[config.mk]
export PLATFORM = sky130hd
export DESIGN_NAME = mdu_div
export DESIGN_NICKNAME = d
export VERILOG_FILES = /design/src/rtl/mdu_div.sv
export SDC_FILE = /design/constraint.sdc
export NUM_CORES = 1
export LEC_CHECK = 0
export BUFFER_PORTS_ARGS = -buffer_cell sky130_fd_sc_hd__buf_2
export CAP_MARGIN = 40
export CORE_ASPECT_RATIO = 1.4
export CORE_MARGIN = 3
export CORE_UTILIZATION = 59
export DETAILED_ROUTE_END_ITERATION = 10
export GPL_ROUTABILITY_DRIVEN = 0
export PLACE_DENSITY = 0.91
export SYNTH_ARGS = -nofsm -noshare
export SYNTH_HDL_FRONTEND = slang
export SYNTH_SLANG_ARGS = --single-unit
[constraint.sdc]
create_clock -name clock -period 6.4 [get_ports clock]
set_clock_uncertainty 0.15 [all_clocks]
set_input_delay 0.32 -clock clock [delete_from_list [all_inputs] [get_ports clock]]
set_output_delay 0.32 -clock clock [all_outputs]
set_load 0.005 [all_outputs]
[src/rtl/mdu_div.sv]
// mdu_div: iterative 32-bit divider for RV32M DIV/DIVU/REM/REMU.
// It has no subtractor of its own. During ITER it borrows the ALU's 34-bit adder
// and performs one restoring-division step per cycle. Results go to writeback
// through a valid/ready handshake.

package mdu_div_pkg;
    // Adder operands driven to the ALU. Bit 0 of each operand is a carry-in slot.
    typedef struct packed {
        logic [32:0] a;
        logic [32:0] b;
    } mdu2alu_t;

    // Sum returned by the ALU. res[33] is the carry-out, res[32:1] is the difference.
    typedef struct packed {
        logic [33:0] res;
        logic        not_zero;
    } alu2mdu_t;
endpackage

module mdu_div
    import mdu_div_pkg::*;
#(
    parameter int TAG_W = 5
) (
    input  logic             clock,
    input  logic             reset,
    input  logic             flush,
    input  logic             in_valid,
    output logic             in_ready,
    input  logic [1:0]       in_op,
    input  logic [31:0]      in_a,
    input  logic [31:0]      in_b,
    input  logic [TAG_W-1:0] in_tag,
    output logic             out_valid,
    input  logic             out_ready,
    output logic [31:0]      out_result,
    output logic [TAG_W-1:0] out_tag,
    output logic             mdu_valid,
    output mdu2alu_t         mdu2alu,
    input  alu2mdu_t         alu2mdu
);

    typedef enum logic [1:0] {
        IDLE = 2'd0,
        ITER = 2'd1,
        DONE = 2'd2
    } state_t;

    // Encoding of in_op: bit 0 set means unsigned, bit 1 set means remainder.
    localparam int OP_UNSIGNED_BIT = 0;
    localparam int OP_REM_BIT      = 1;

    state_t             state;
    state_t             state_nxt;

    logic [1:0]         op_r;
    logic [TAG_W-1:0]   tag_r;
    logic               neg_quo_r;
    logic               neg_rem_r;
    logic [31:0]        divisor_r;
    logic [31:0]        rem_r;
    logic [31:0]        quo_r;
    logic [4:0]         cnt_r;
    logic [31:0]        result_r;
    logic [TAG_W-1:0]   result_tag_r;

    logic               accept;
    logic               last_iter;
    logic               op_signed;
    logic               b_is_zero;
    logic [31:0]        abs_a;
    logic [31:0]        abs_b;
    logic [32:0]        shifted;
    logic               q_bit;
    logic [31:0]        rem_nxt;
    logic [31:0]        quo_nxt;
    logic [31:0]        fixed_result;
    logic [31:0]        zero_div_result;

    // Two's-complement negation when requested. Used both to form magnitudes
    // and to apply the sign fixup to the final quotient and remainder.
    function automatic logic [31:0] cond_negate(input logic [31:0] v, input logic neg);
        logic signed [31:0] sv;
        sv = v;
        if (neg) begin
            return 32'(-sv);
        end
        return v;
    endfunction

    // Final sign fixup and quotient/remainder selection.
    function automatic logic [31:0] select_result(
        input logic [31:0] quo,
        input logic [31:0] rem,
        input logic        neg_quo,
        input logic        neg_rem,
        input logic        want_rem
    );
        logic [31:0] q_fix;
        logic [31:0] r_fix;
        q_fix = cond_negate(quo, neg_quo);
        r_fix = cond_negate(rem, neg_rem);
        return want_rem ? r_fix : q_fix;
    endfunction

    // The low carry-in bit and the not_zero flag of the ALU are not needed here.
    logic unused_alu;
    assign unused_alu = ^{alu2mdu.res[0], alu2mdu.not_zero};

    // Operand decode for the accepting cycle.
    always_comb begin
        op_signed       = ~in_op[OP_UNSIGNED_BIT];
        b_is_zero       = (in_b == 32'd0);
        abs_a           = cond_negate(in_a, op_signed & in_a[31]);
        abs_b           = cond_negate(in_b, op_signed & in_b[31]);
        zero_div_result = in_op[OP_REM_BIT] ? in_a : 32'hFFFF_FFFF;
    end

    // One restoring step: shift in the next dividend bit, then keep the ALU
    // difference if it did not borrow. A set shifted[32] means the partial
    // remainder already exceeds any 32-bit divisor, so the subtract is forced.
    always_comb begin
        shifted      = {rem_r, quo_r[31]};
        q_bit        = alu2mdu.res[33] | shifted[32];
        rem_nxt      = q_bit ? alu2mdu.res[32:1] : shifted[31:0];
        quo_nxt      = {quo_r[30:0], q_bit};
        fixed_result = select_result(quo_nxt, rem_nxt, neg_quo_r, neg_rem_r,
                                     op_r[OP_REM_BIT]);
    end

    // State register.
    always_ff @(posedge clock or posedge reset) begin
        if (reset) begin
            state <= IDLE;
        end else begin
            state <= state_nxt;
        end
    end

    // Next-state logic and the handshake and adder-borrow outputs.
    always_comb begin
        state_nxt = state;
        in_ready  = 1'b0;
        out_valid = 1'b0;
        mdu_valid = 1'b0;
        mdu2alu   = '0;
        accept    = 1'b0;
        last_iter = 1'b0;
        case (state)
            IDLE: begin
                in_ready = 1'b1;
                accept   = in_valid & ~flush;
                if (accept) begin
                    state_nxt = b_is_zero ? DONE : ITER;
                end
            end
            ITER: begin
                mdu_valid = 1'b1;
                // a - b is computed as a + ~b + 1. The +1 comes from the two
                // low-order 1 bits, which carry into bit 1.
                mdu2alu.a = {shifted[31:0], 1'b1};
                mdu2alu.b = {~divisor_r, 1'b1};
                last_iter = (cnt_r == 5'd31);
                if (flush) begin
                    state_nxt = IDLE;
                end else if (last_iter) begin
                    state_nxt = DONE;
                end
            end
            DONE: begin
                out_valid = 1'b1;
                // A flush that arrives together with out_ready still kills the
                // result. Either way the next state is IDLE.
                if (flush || out_ready) begin
                    state_nxt = IDLE;
                end
            end
            default: begin
                state_nxt = IDLE;
            end
        endcase
    end

    // Operand latch, iteration datapath and registered result fixup.
    always_ff @(posedge clock or posedge reset) begin
        if (reset) begin
            op_r         <= 2'd0;
            tag_r        <= '0;
            neg_quo_r    <= 1'b0;
            neg_rem_r    <= 1'b0;
            divisor_r    <= 32'd0;
            rem_r        <= 32'd0;
            quo_r        <= 32'd0;
            cnt_r        <= 5'd0;
            result_r     <= 32'd0;
            result_tag_r <= '0;
        end else begin
            case (state)
                IDLE: begin
                    if (accept) begin
                        op_r      <= in_op;
                        tag_r     <= in_tag;
                        neg_quo_r <= op_signed & (in_a[31] ^ in_b[31]);
                        neg_rem_r <= op_signed & in_a[31];
                        divisor_r <= abs_b;
                        cnt_r     <= 5'd0;
                        rem_r     <= 32'd0;
                        quo_r     <= abs_a;
                        if (b_is_zero) begin
                            // A zero divisor skips iteration. The result is
                            // all-ones for a quotient or the raw dividend for a
                            // remainder.
                            result_r     <= zero_div_result;
                            result_tag_r <= in_tag;
                        end
                    end
                end
                ITER: begin
                    if (!flush) begin
                        rem_r <= rem_nxt;
                        quo_r <= quo_nxt;
                        cnt_r <= cnt_r + 5'd1;
                        if (last_iter) begin
                            result_r     <= fixed_result;
                            result_tag_r <= tag_r;
                        end
                    end
                end
                default: begin
                    // DONE holds the result stable while writeback stalls.
                end
            endcase
        end
    end

    assign out_result = result_r;
    assign out_tag    = result_tag_r;

endmodule

### Yosys cells after proc, flatten, opt, wreduce, memory -nomap -nowiden

Cells that the tools add are included.

| word-level totals | value |
|---|---|
| register bits after elaboration | 149 |
| bits in latches | 0 |
| bits in writable memories | 0 |
| ROM bits | 0 |
| input port bits | 111 |
| output and inout bits | 106 |
| word-level logic and storage cells | 89 |
| memories kept | 0 |

| operators by class | value |
|---|---|
| add/subtract/negate cells | 5 |
| $mul | 0 |
| div/mod/pow operators | 0 |
| $lt $le $gt $ge | 0 |
| equal/unequal tests | 10 |
| shift operators | 0 |
| muxes and demuxes | 46 |
| bitwise operators | 9 |
| reduce and logical (&&, ||, !) cells | 8 |

Operator list:

| kind | number |
|---|---|
| $mux 32 | 19 |
| $pmux 32 s2 | 3 |
| $neg 32->32 | 4 |
| $mux 66 | 1 |
| $logic_not 32->1 | 1 |
| $not 32->32 | 1 |
| $mux 5 | 6 |
| $pmux 5 s2 | 2 |
| $ne 2x2->1 const B | 6 |
| $mux 2 | 5 |
| $mux 1 | 9 |
| $pmux 2 s3 | 1 |
| $reduce_and 3->1 | 2 |
| $add 5x1->5 const B | 1 |
| $eq 5x5->1 const B | 1 |
| $reduce_and 5->1 | 1 |
| $and 1x1->1 | 4 |
| $ne 3x3->1 const B | 1 |
| $eq 2x1->1 const B | 1 |
| $eq 2x2->1 const B | 1 |
| $logic_not 2->1 | 1 |
| $not 1->1 | 2 |
| $reduce_and 2->1 | 1 |
| $reduce_bool 2->1 | 1 |
| 3 further kinds | 3 |

### Longest topological paths before layout

Gate-level depths: netlist of run 1.

| depth | value |
|---|---|
| depth in word-level cells | 9 |
| gate-level depth with buffers | 13 |

### Worst setup path after synthesis of run 1

OpenSTA, ideal clock, no wires.

| path | value |
|---|---|
| kind | register to register |
| from | register rem_r[31] |
| to | register result_r[26], in the netlist out_result[26] |
| data arrival time | 3.283 ns |
| data required time | 6.128 ns |
| setup slack | 2.845 ns |
| stages on the path, launching flop included | 13 |
| path through | dfrtp_1 or2_1 inv_2 buf_6 buf_2 mux2i_1 ha_1 o211ai_4 or4_1 buf_2 or4_1 o31a_1 a32o_1 |

| between the ends | value |
|---|---|
| word-level cells in the longest chain between the ends | 9 |
| elaborated cells on any way between the ends | 12 |
| classes of those cells | 2 x add/sub; 9 x mux; 1 x bitwise |

Ends and longest elaborated chain:

| item | RTL line | text |
|---|---|---|
| start, declared | 61 | `logic [31:0] rem_r;` |
| start signal, assigned | 220 | `rem_r <= rem_nxt;` |
| $or 1x1->1 (*) | 124 | `q_bit = alu2mdu.res[33] \| shifted[32];` |
| $mux 32 | 125 | `rem_nxt = q_bit ? alu2mdu.res[32:1] : shifted[31:0];` |
| $neg 32->32 | 86 | `return 32'(-sv);` |
| $mux 32 | 85 | `if (neg) begin` |
| $mux 32 | 88 | `return v;` |
| $mux 32 (*) | 103 | `return want_rem ? r_fix : q_fix;` |
| $mux 32 (*) | 223 | `if (last_iter) begin` |
| $mux 32 (*) | 219 | `if (!flush) begin` |
| $pmux 32 s2 (*) | 198 | `case (state)` |
| end signal, assigned | 213 | `result_r <= zero_div_result;` |
| end signal, assigned | 224 | `result_r <= fixed_result;` |
| end, declared | 64 | `logic [31:0] result_r;` |

Every way passes the cells marked *; elsewhere a longest branch is shown, timed or not. The select of a mux whose other input is x is not followed.
A chain may end at the register's enable or synchronous reset.

### Worst setup path after layout of run 1

| path | value |
|---|---|
| from | register rem_r[31] |
| to | register result_r[22], in the netlist out_result[22] |

Same word-level chain as after synthesis.

==> impl_metrics.json, run 1 <==
{
  "grt_use_total_pct": 34.8,
  "rsz0062_at_grt": "false",
  "grt_overflow": 0,
  "syn2layout_area_growth_pct": 17.6,
  "ys.flop_type": "dfrtp_1",
  "io_buffers": 214,
  "synth_top_family_by_area": "simple AND/OR/NAND/NOR gates",
  "clk_pin_slew_ns": 0.06,
  "setup_ws_ns": 2.22,
  "synthSimpleGateAreaFrac_pct": 25.9,
  "worstPathArrival_ns": 4.40,
  "vias_per_cell": 6.38,
  "slowest_delay_ns": 0.68,
  "rows": 56,
  "clock_latency_ns": 0.43,
  "cts_max_path_buffers": 2,
  "cts_sinks": 148,
  "tritoncts": "built",
  "crit_type": "reg -> reg",
  "setup.worst_path.start_class": "flip-flop",
  "cp.buffers_inverters": 2,
  "muxShareOfSynthArea_pct": 4.40,
  "core_um2": 17000,
  "grt_start_max_net_pins": 73,
  "worstSetupEndpointType": "flip-flop",
  "fp.dieH_um": 163,
  "drt-total-wl_um": 33600,
  "synth_edf_count": 0,
  "synth_nets": 1455,
  "total_power_w": 0.00310,
  "route.detailed.drc": 0,
  "setup_viol": 0,
  "drt-pass1-iter-count": 5,
  "post_cts_resized": 0,
  "cts_hold_buffers": 6,
  "dr.first_iter.drc_count": 1654,
  "syn_area_per_cell_um2": 7.77,
  "synth_xor_area_share_pct": 8.00,
  "power_density_nw_per_um2": 254,
  "htreeDepth": 4,
  "synth_top_area_share_pct": 35.6,
  "slowest_stage": "dfrtp_1",
  "cts_root_buf": "clkbuf_16",
  "ys_seq_area_share_pct": 35.6,
  "critPathTopFamily": "simple AND/OR/NAND/NOR gates",
  "ys_types": 76,
  "synth-compound-area-share_pct": 20.8,
  "ys_ff_latch": 148,
  "fp.dieW_um": 118,
  "numCtsBuffers": 17,
  "drv_slew": 0,
  "yosysWarnings": 0,
  "finalCriticalPeriod_ns": 4.18,
  "yosys.area.top_type": "dfrtp_1",
  "synth_adder_area_share_pct": 0.722,
  "netlist_area_um2": 10400,
  "antenna_cells": 0,
  "detail_route.wl_per_cell_um": 19.2,
  "fmaxAchievable_ghz": 0.239,
  "floorplan.initialDensity_pct": 61.1,
  "fin_nets": 1621,
  "drive_gt1_share_pct": 19.3,
  "antenna_found_initial": 0,
  "finalCritPeriodShare_pct": 65.3,
  "pre_cts_ws_ns": 2.39,
  "critPathRequiredTime_ns": 6.62,
  "outcome": "finished clean",
  "hold_viol": 0,
  "synth-async-reset-ratio_pct": 100,
  "path_cells": "or2_1 -> inv_2 -> buf_4 -> ha_1 -> nand3_1 -> or3_1 -> nor2_1 -> mux2i_1 -> a2111oi_0 -> a22o_1",
  "dp_hpwl_um": 24100,
  "vias": 11100,
  "pin_count": 217,
  "cap_violations": 0,
  "grt_pass1_vias": 10600,
  "synthCells": 1338,
  "dieArea_um2": 19300,
  "tns_ns": 0,
  "p_leak_nw": 5.61,
  "grt_pass1_wl_um": 54300,
  "peakVddDrop_mv": 0.128,
  "slew_headroom_pct": 37.3,
  "postCtsSetupRepairBufs": 0,
  "cp_max_fo": 37,
  "hp-class": "in -> reg",
  "worst_pin_slew_ns": 0.938,
  "ant_nets": 0,
  "synth_area_leaders": "dfrtp_1 36%, o21ai_0 7.2%, nand2_1 6.7%, nor2_1 6.1%, a21oi_1 4.4%"
}
[cell usage in the layout, fill, tap and decap left out, drive strengths merged, types with 34 or more instances in the layout]
cell,synthesis,final
nor4,34,34
buf,19,235
mux2i,39,39
nor2,170,170
nand2,185,185
o21ai,149,149
a21oi,92,92
xnor2,44,44
and2,36,36
xor2,51,51
dfrtp,148,148
[final cells by class]
type	instances	area, um2
timing repair buffer	241	1330
inverter	18	72.6
clock inverter	10	133
tap	232	290
fill	1333	4790
clock buffer	21	450
multi-input combinational	1078	6250
sequential	148	3700
[through the flow]
step	util [%]	std cells	hold slack (ns)	instance area [um2]
after floorplan	-	1338	0.233	10400
after CTS	71.8	1748	0.000961	12200
after global routing	71.8	1748	0.00997	12200
final	71.8	1748	0.0102	12200
after global placement	67.7	1707	0.307	11500
after detailed placement	68.1	1711	0.312	11600
[state kept, by name (all words and copies together) (netlist names), 2 cells and up]
signal      flops
out_result     32
out_tag         5
cnt_r           5
rem_r          32
tag_r           5
state           2
divisor_r      32
quo_r          32
[logic make-up (layout without fill, tap and decap cells)]
logic type	count (synthesis)	after routing
simple gates	571	571
compound gates	361	361
flops	148	148
buf+inv	112	290
xor+xnor	95	95
mux	45	45
fa+ha+maj	6	6
[synthesized netlist by cell type (24+ instances only)]
cell      number
a21oi_1       91
mux2i_1       39
o21ai_0      149
or3_1         24
nor3_1        32
clkbuf_1      74
nand2_1      185
xor2_1        51
nor2_1       169
nor4_1        34
o31ai_1       28
dfrtp_1      148
and2_1        36
xnor2_1       44
[path summary, 6_finish.rpt]
check	startpoint	endpoint	slack [ns]	depth (start not counted)
worst max-delay path	rem_r[31]$_DFFE_PP0P_	out_result[22]$_DFFE_PP0P_	2.22	10
worst max register to register	rem_r[31]$_DFFE_PP0P_	out_result[22]$_DFFE_PP0P_	2.22	10
worst min-delay path	flush	state[0]$_DFFE_PP0P_	0.01	2
min in group asynchronous	reset	divisor_r[23]$_DFFE_PP0P_	0.39	3
max in group asynchronous	reset	out_result[18]$_DFFE_PP0P_	4.51	5
worst min register to register	out_result[3]$_DFFE_PP0P_	out_result[3]$_DFFE_PP0P_	0.32	2
[per-layer routing]
metal  routed length (um)  global-route usage, %
met1                12200                   41.1
met2                15600                   57.3
met3                 3510                   7.52
met4                 2250                   23.2
met5                    0                      0
[power breakdown]
group	leakage (nW)	switching (W)	internal, W
Sequential	1.93	0.000170	0.00106
Combinational	3.41	0.000522	0.000336
Clock	0.279	0.000397	0.000618
Total	5.61	0.00109	0.00201
No activity file was read; power rests on OpenSTA's default activity.
==> run 2: changes to the inputs <==
Settings changed: CORE_UTILIZATION 59 to 56, PLACE_DENSITY 0.91 to 0.87.
Clock period 6.4 ns to 4.3 ns, I/O delays scaled along.
==> run 2 against run 1 <==
- global-route usage is 0.65 points higher
- die area grew 5.1%
- clock power is 54% higher
- final cell count grew 3.5%
- clock-buffer cell count decreased by 4
- sequential power up 48%
- core utilization shrank 1.3 points
- critical path depth grew 1
- combinational power is 57% higher
- total power grew 53%
- register-to-register slack worse by 1.6 ns
- first-iteration DRC count down 5.7%
- critical path type is now in -> reg
- largest power group unchanged
==> impl_metrics.json, run 2 (synthesis results as in run 1) <==
{
  "fp.dieW_um": 121,
  "slowest_stage": "nor4_1",
  "setup_viol": 0,
  "post_cts_resized": 0,
  "total_power_w": 0.00473,
  "cp.buffers_inverters": 4,
  "dr.first_iter.drc_count": 1560,
  "r2r-start": "rem_r[31]$_DFFE_PP0P_",
  "worstSetupEndpointType": "flip-flop",
  "vias": 11500,
  "ant_nets": 0,
  "final_cell_mix": "214 x buf_2, 185 x nand2_1, 168 x nor2_1",
  "detail_route.wl_per_cell_um": 20.1,
  "syn2layout_area_growth_pct": 22.5,
  "peakVddDrop_mv": 0.204,
  "tns_ns": 0,
  "drt-pass1-iter-count": 6,
  "drt-total-wl_um": 36400,
  "critPathRequiredTime_ns": 4.52,
  "dieArea_um2": 20300,
  "r2r_end": "out_result[26]$_DFFE_PP0P_",
  "slew_headroom_pct": 39.2,
  "power_frac_comb_pct": 28.4,
  "clock_power_share_pct": 33.1,
  "floorplan.initialDensity_pct": 57.6,
  "antenna_cells": 0,
  "cts_max_path_buffers": 2,
  "fp.dieH_um": 167,
  "setup.worst_path.start_class": "input port",
  "io_buffers": 214,
  "grt_pass1_wl_um": 57500,
  "finalCritPeriodShare_pct": 87.1,
  "fmaxAchievable_ghz": 0.267,
  "tritoncts": "built",
  "grt_overflow": 0,
  "clock_latency_ns": 0.44,
  "path_cells": "dlygate4sd3_1 -> buf_2 -> nor4_1 -> and3b_1 -> nand4_1 -> nor4b_2 -> buf_4 -> nor2_2 -> buf_4 -> a2111oi_0 -> a22o_1",
  "p_leak_nw": 5.85,
  "layout_commonest_cell": "buf_2",
  "cp.depth": 11,
  "slowest_delay_ns": 0.61,
  "worst_pin_slew_ns": 0.911,
  "hp-class": "in -> reg",
  "fill_cells": 1343,
  "worstHoldPathCells": 3,
  "numCtsBuffers": 17,
  "seq_power_share_pct": 38.5,
  "hold_viol": 0,
  "rr_worst_depth": 10,
  "outcome": "finished clean",
  "core_um2": 18100,
  "drive_gt1_share_pct": 19.4,
  "crit_type": "in -> reg",
  "cts_sinks": 148,
  "rows": 58,
  "instances_no_fill": 1810,
  "power_density_nw_per_um2": 371,
  "antenna_found_initial": 0,
  "grt_start_max_net_pins": 149,
  "dp_cells": 1728,
  "grt_use_total_pct": 35.5,
  "p_switching_w": 0.00175,
  "dp_hpwl_um": 24700,
  "clk_pin_slew_ns": 0.07,
  "drv_slew": 0,
  "endpoint": "out_result[22]$_DFFE_PP0P_",
  "cap_violations": 0,
  "fin_nets": 1674,
  "crit_start": "in_b[8]",
  "vias_per_cell": 6.36,
  "p_int_w": 0.00299,
  "pin_count": 217,
  "rsz0062_at_grt": "false",
  "grt_pass1_vias": 11000,
  "critPathMostFrequentCell": "buf_4",
  "cts_root_buf": "clkbuf_16",
  "worstPathArrival_ns": 3.97,
  "cp_max_fo": 23,
  "r2r_setup_slack_ns": 0.65,
  "finalCriticalPeriod_ns": 3.75,
  "setup_ws_ns": 0.553,
  "route.detailed.drc": 0,
  "critPathTopFamily": "simple AND/OR/NAND/NOR gates",
  "htreeDepth": 4,
  "pre_cts_ws_ns": 0.702,
  "swShare_pct": 36.9
}
==> run 2: power by group through the flow <==
| stage | Clock [W] | Combinational, W | Sequential (W) |
|---|---|---|---|
| finish | 0.00156 | 0.00135 | 0.00182 |
| global route | 0.00162 | 0.00147 | 0.00184 |
| CTS | 0.00157 | 0.00130 | 0.00181 |
| detailed placement | 0 | 0.00126 | 0.00183 |
| global placement | 0 | 0.00121 | 0.00182 |
| floorplan | 0 | 0.000905 | 0.00173 |
==> run 2: worst min path at each step <==
stage | to | start | slack [ns]
after floorplan | state[1]$_DFFE_PP0P_ | flush | 0.13
after CTS | quo_r[27]$_DFFE_PP0P_ | in_a[27] | 0.002
after global routing | quo_r[27]$_DFFE_PP0P_ | in_a[27] | 0.03
after detailed placement | tag_r[1]$_DFFE_PP0P_ | in_tag[1] | 0.29
after global placement | tag_r[2]$_DFFE_PP0P_ | in_tag[2] | 0.28
final | divisor_r[5]$_DFFE_PP0P_ | in_b[5] | 0.009
==> run 2: what timing repair did <==
action	4_1_cts	5_1_grt
endpoints found under the hold margin	203	0
hold buffers	50	0
setup buffers	0	0
==> run 2: metal layers <==
metal / vias to the layer above / part of all wire (%) / GRT usage, % / wire (um)
met1: 5257 / 35 / 41.4 / 12700
li1: 5175 / - / - / -
met4: 0 / 6.7 / 22.8 / 2450
met5: - / 0 / 0 / 0
met3: 186 / 11 / 8.34 / 4010
met2: 887 / 47 / 58.2 / 17200
==> run 2: layout make-up <==
type,count,area (um2),area share [%]
inverters,18,71.3,0.560
well taps,240,300,2.36
clock buffers,17,425,3.34
clock inverters,15,185,1.45
multi-input cells,1078,6250,49.0
flip-flops and latches,148,3700,29.1
repair buffers,294,1810,14.2
==> run 2: worst reg2reg max path, stage by stage (launching register included) <==
cell,delay (ns)
dfrtp_1,0.37
or2_1,0.25
inv_2,0.23
mux2_2,0.41
inv_1,0.10
ha_1,0.29
o211ai_4,0.15
or4_1,0.70
or4_1,0.58
o31a_1,0.12
a32o_1,0.21
==> run 2: metrics by stage <==
step           area, um2  hold slack [ns]  utilization, %
2_1_floorplan      10400            0.128               -
3_3_place_gp       11600            0.278            64.3
5_1_grt            12700           0.0301            70.5
4_1_cts            12700          0.00185            70.5
6_report           12700          0.00943            70.5
3_5_place_dp       11600            0.285            64.4
==> run 3: changes to the inputs <==
Settings changed: CELL_PAD_IN_SITES_DETAIL_PLACEMENT set to 0, CELL_PAD_IN_SITES_GLOBAL_PLACEMENT set to 1, CORE_UTILIZATION 56 to 41, PLACE_DENSITY 0.87 to 0.88.
==> run 3 against run 2 <==
- final area increased by 0.83%
- total power fell by 1.9%
- non-clock buffer count increased by 1
- clock power is essentially flat
- via count is 6.4% lower
- core utilization fell by 19 points
- global-route usage shrank 10 points
- combinational power fell by 4%
- critical path depth down 1
- die area grew 35%
- critical endpoint is now out_result[26]$_DFFE_PP0P_
==> impl_metrics.json, run 3 (synthesis results as in run 1) <==
{
  "critPathRequiredTime_ns": 4.47,
  "layout_commonest_cell": "buf_2",
  "grt_use_total_pct": 25.2,
  "fill_cells": 2439,
  "clock_latency_ns": 0.44,
  "cp_max_fo": 16,
  "worst_pin_slew_ns": 0.900,
  "hold_end": "divisor_r[23]$_DFFE_PP0P_",
  "clk_pin_slew_ns": 0.06,
  "vias": 10800,
  "critPathTopFamily": "simple AND/OR/NAND/NOR gates",
  "slowest_delay_ns": 0.72,
  "worstSetupEndpointType": "flip-flop",
  "r2r_setup_slack_ns": 0.68,
  "dieArea_um2": 27300,
  "path_cells": "or2_1 -> inv_2 -> buf_4 -> mux2i_1 -> ha_1 -> o211ai_4 -> or4_1 -> or4_1 -> o31a_1 -> a32o_1",
  "drv_slew": 0,
  "dr.first_iter.drc_count": 636,
  "setup.worst_path.start_class": "flip-flop",
  "grt_overflow": 0,
  "worstPathArrival_ns": 3.80,
  "io_buffers": 214,
  "grt_pass1_wl_um": 55700,
  "peakVddDrop_mv": 0.309,
  "hp-start": "in_b[23]",
  "core_um2": 24800,
  "critPathMostFrequentCell": "or4_1",
  "cp.buffers_inverters": 2,
  "drive_gt1_share_pct": 19.4,
  "syn2layout_area_growth_pct": 23.6,
  "cts_sinks": 148,
  "dp_hpwl_um": 25500,
  "fin_nets": 1675,
  "antenna_found_initial": 5,
  "finalCritPeriodShare_pct": 84.3,
  "htreeDepth": 4,
  "slowest_stage": "or4_1",
  "p_leak_nw": 5.84,
  "r2r-start": "rem_r[31]$_DFFE_PP0P_",
  "setup_ws_ns": 0.676,
  "outcome": "finished clean",
  "cap_violations": 0,
  "ant_nets": 0,
  "numCtsBuffers": 17,
  "setup_viol": 0,
  "post_cts_resized": 0,
  "hp-class": "in -> reg",
  "cts_root_buf": "clkbuf_16",
  "pin_count": 217,
  "rr_worst_depth": 10,
  "fmaxAchievable_ghz": 0.276,
  "detail_route.wl_per_cell_um": 18.4,
  "drt-total-wl_um": 34700,
  "final_cell_mix": "214 x buf_2, 185 x nand2_1, 168 x nor2_1",
  "power_density_nw_per_um2": 361,
  "crit_type": "reg -> reg",
  "tns_ns": 0,
  "worstHoldPathCells": 3,
  "drt-pass1-iter-count": 6,
  "rsz0062_at_grt": "false",
  "antenna_cells": 0,
  "r2r_end": "out_result[26]$_DFFE_PP0P_",
  "hold_viol": 0,
  "cts_max_path_buffers": 2,
  "pre_cts_ws_ns": 0.572,
  "route.detailed.drc": 0,
  "floorplan.initialDensity_pct": 41.9,
  "grt_start_max_net_pins": 121,
  "tritoncts": "built",
  "fp.dieW_um": 141,
  "rows": 68,
  "grt_pass1_vias": 10200,
  "slew_headroom_pct": 39.4,
  "vias_per_cell": 5.71,
  "finalCriticalPeriod_ns": 3.62,
  "fp.dieH_um": 194
}
-- run 3: timing repair --
| action | CTS | global route |
|---|---|---|
| hold endpoints to repair | 84 | 0 |
| hold buffers | 52 | 0 |
| setup buffers | 0 | 0 |
-- run 3: tightest hold or removal path, cell delays in order --
cell     delay, ns
buf_2         0.10
xor2_1        0.09
o21ai_0       0.14
-- run 3: metal layers --
layer	global-route usage (%)	wire length [um]
met5	0	51
met4	11.1	1470
met3	5.54	2430
met2	42.3	16600
met1	31.0	14100
-- run 3: area by class of cell --
class	count	area (um2)	area share, %
repair buffers	295	1830	14.3
clock buffers	17	425	3.31
well taps	315	394	3.07
inverters	18	71.3	0.555
clock inverters	15	173	1.34
flip-flops and latches	148	3700	28.8
multi-input cells	1078	6250	48.6
-- run 3: power breakdown --
| part | switching (W) | internal, W |
|---|---|---|
| Clock | 0.000660 | 0.000870 |
| Combinational | 0.000765 | 0.000531 |
| Sequential | 0.000243 | 0.00158 |
| Total | 0.00167 | 0.00298 |
-- run 3: how the worst max path moves through the flow --
| stage | cells past startpoint | start | end | slack (ns) |
|---|---|---|---|---|
| final | 10 | rem_r[31]$_DFFE_PP0P_ | out_result[26]$_DFFE_PP0P_ | 0.68 |
| after global routing | 9 | in_b[8] | out_result[10]$_DFFE_PP0P_ | 0.46 |
| after CTS | 10 | rem_r[31]$_DFFE_PP0P_ | out_result[26]$_DFFE_PP0P_ | 0.68 |
| after global placement | 11 | alu2mdu[34] | out_result[26]$_DFFE_PP0P_ | 0.61 |
| after detailed placement | 11 | alu2mdu[34] | out_result[26]$_DFFE_PP0P_ | 0.57 |
| after floorplan | 12 | rem_r[31]$_DFFE_PP0P_ | out_result[26]$_DFFE_PP0P_ | 0.75 |
-- run 3: metrics by stage --
stage          util [%]  total power [W]  hold slack, ns  instances  cell area [um2]
3_3_place_gp       47.1          0.00305           0.181       1799            11700
5_1_grt            51.7          0.00493         0.00766       1886            12900
4_1_cts            51.7          0.00466        0.000280       1886            12900
2_1_floorplan         -          0.00264           0.128       1338            10400
6_report           51.7          0.00464         0.00983       1886            12900
3_5_place_dp       47.2          0.00308           0.183       1802            11700
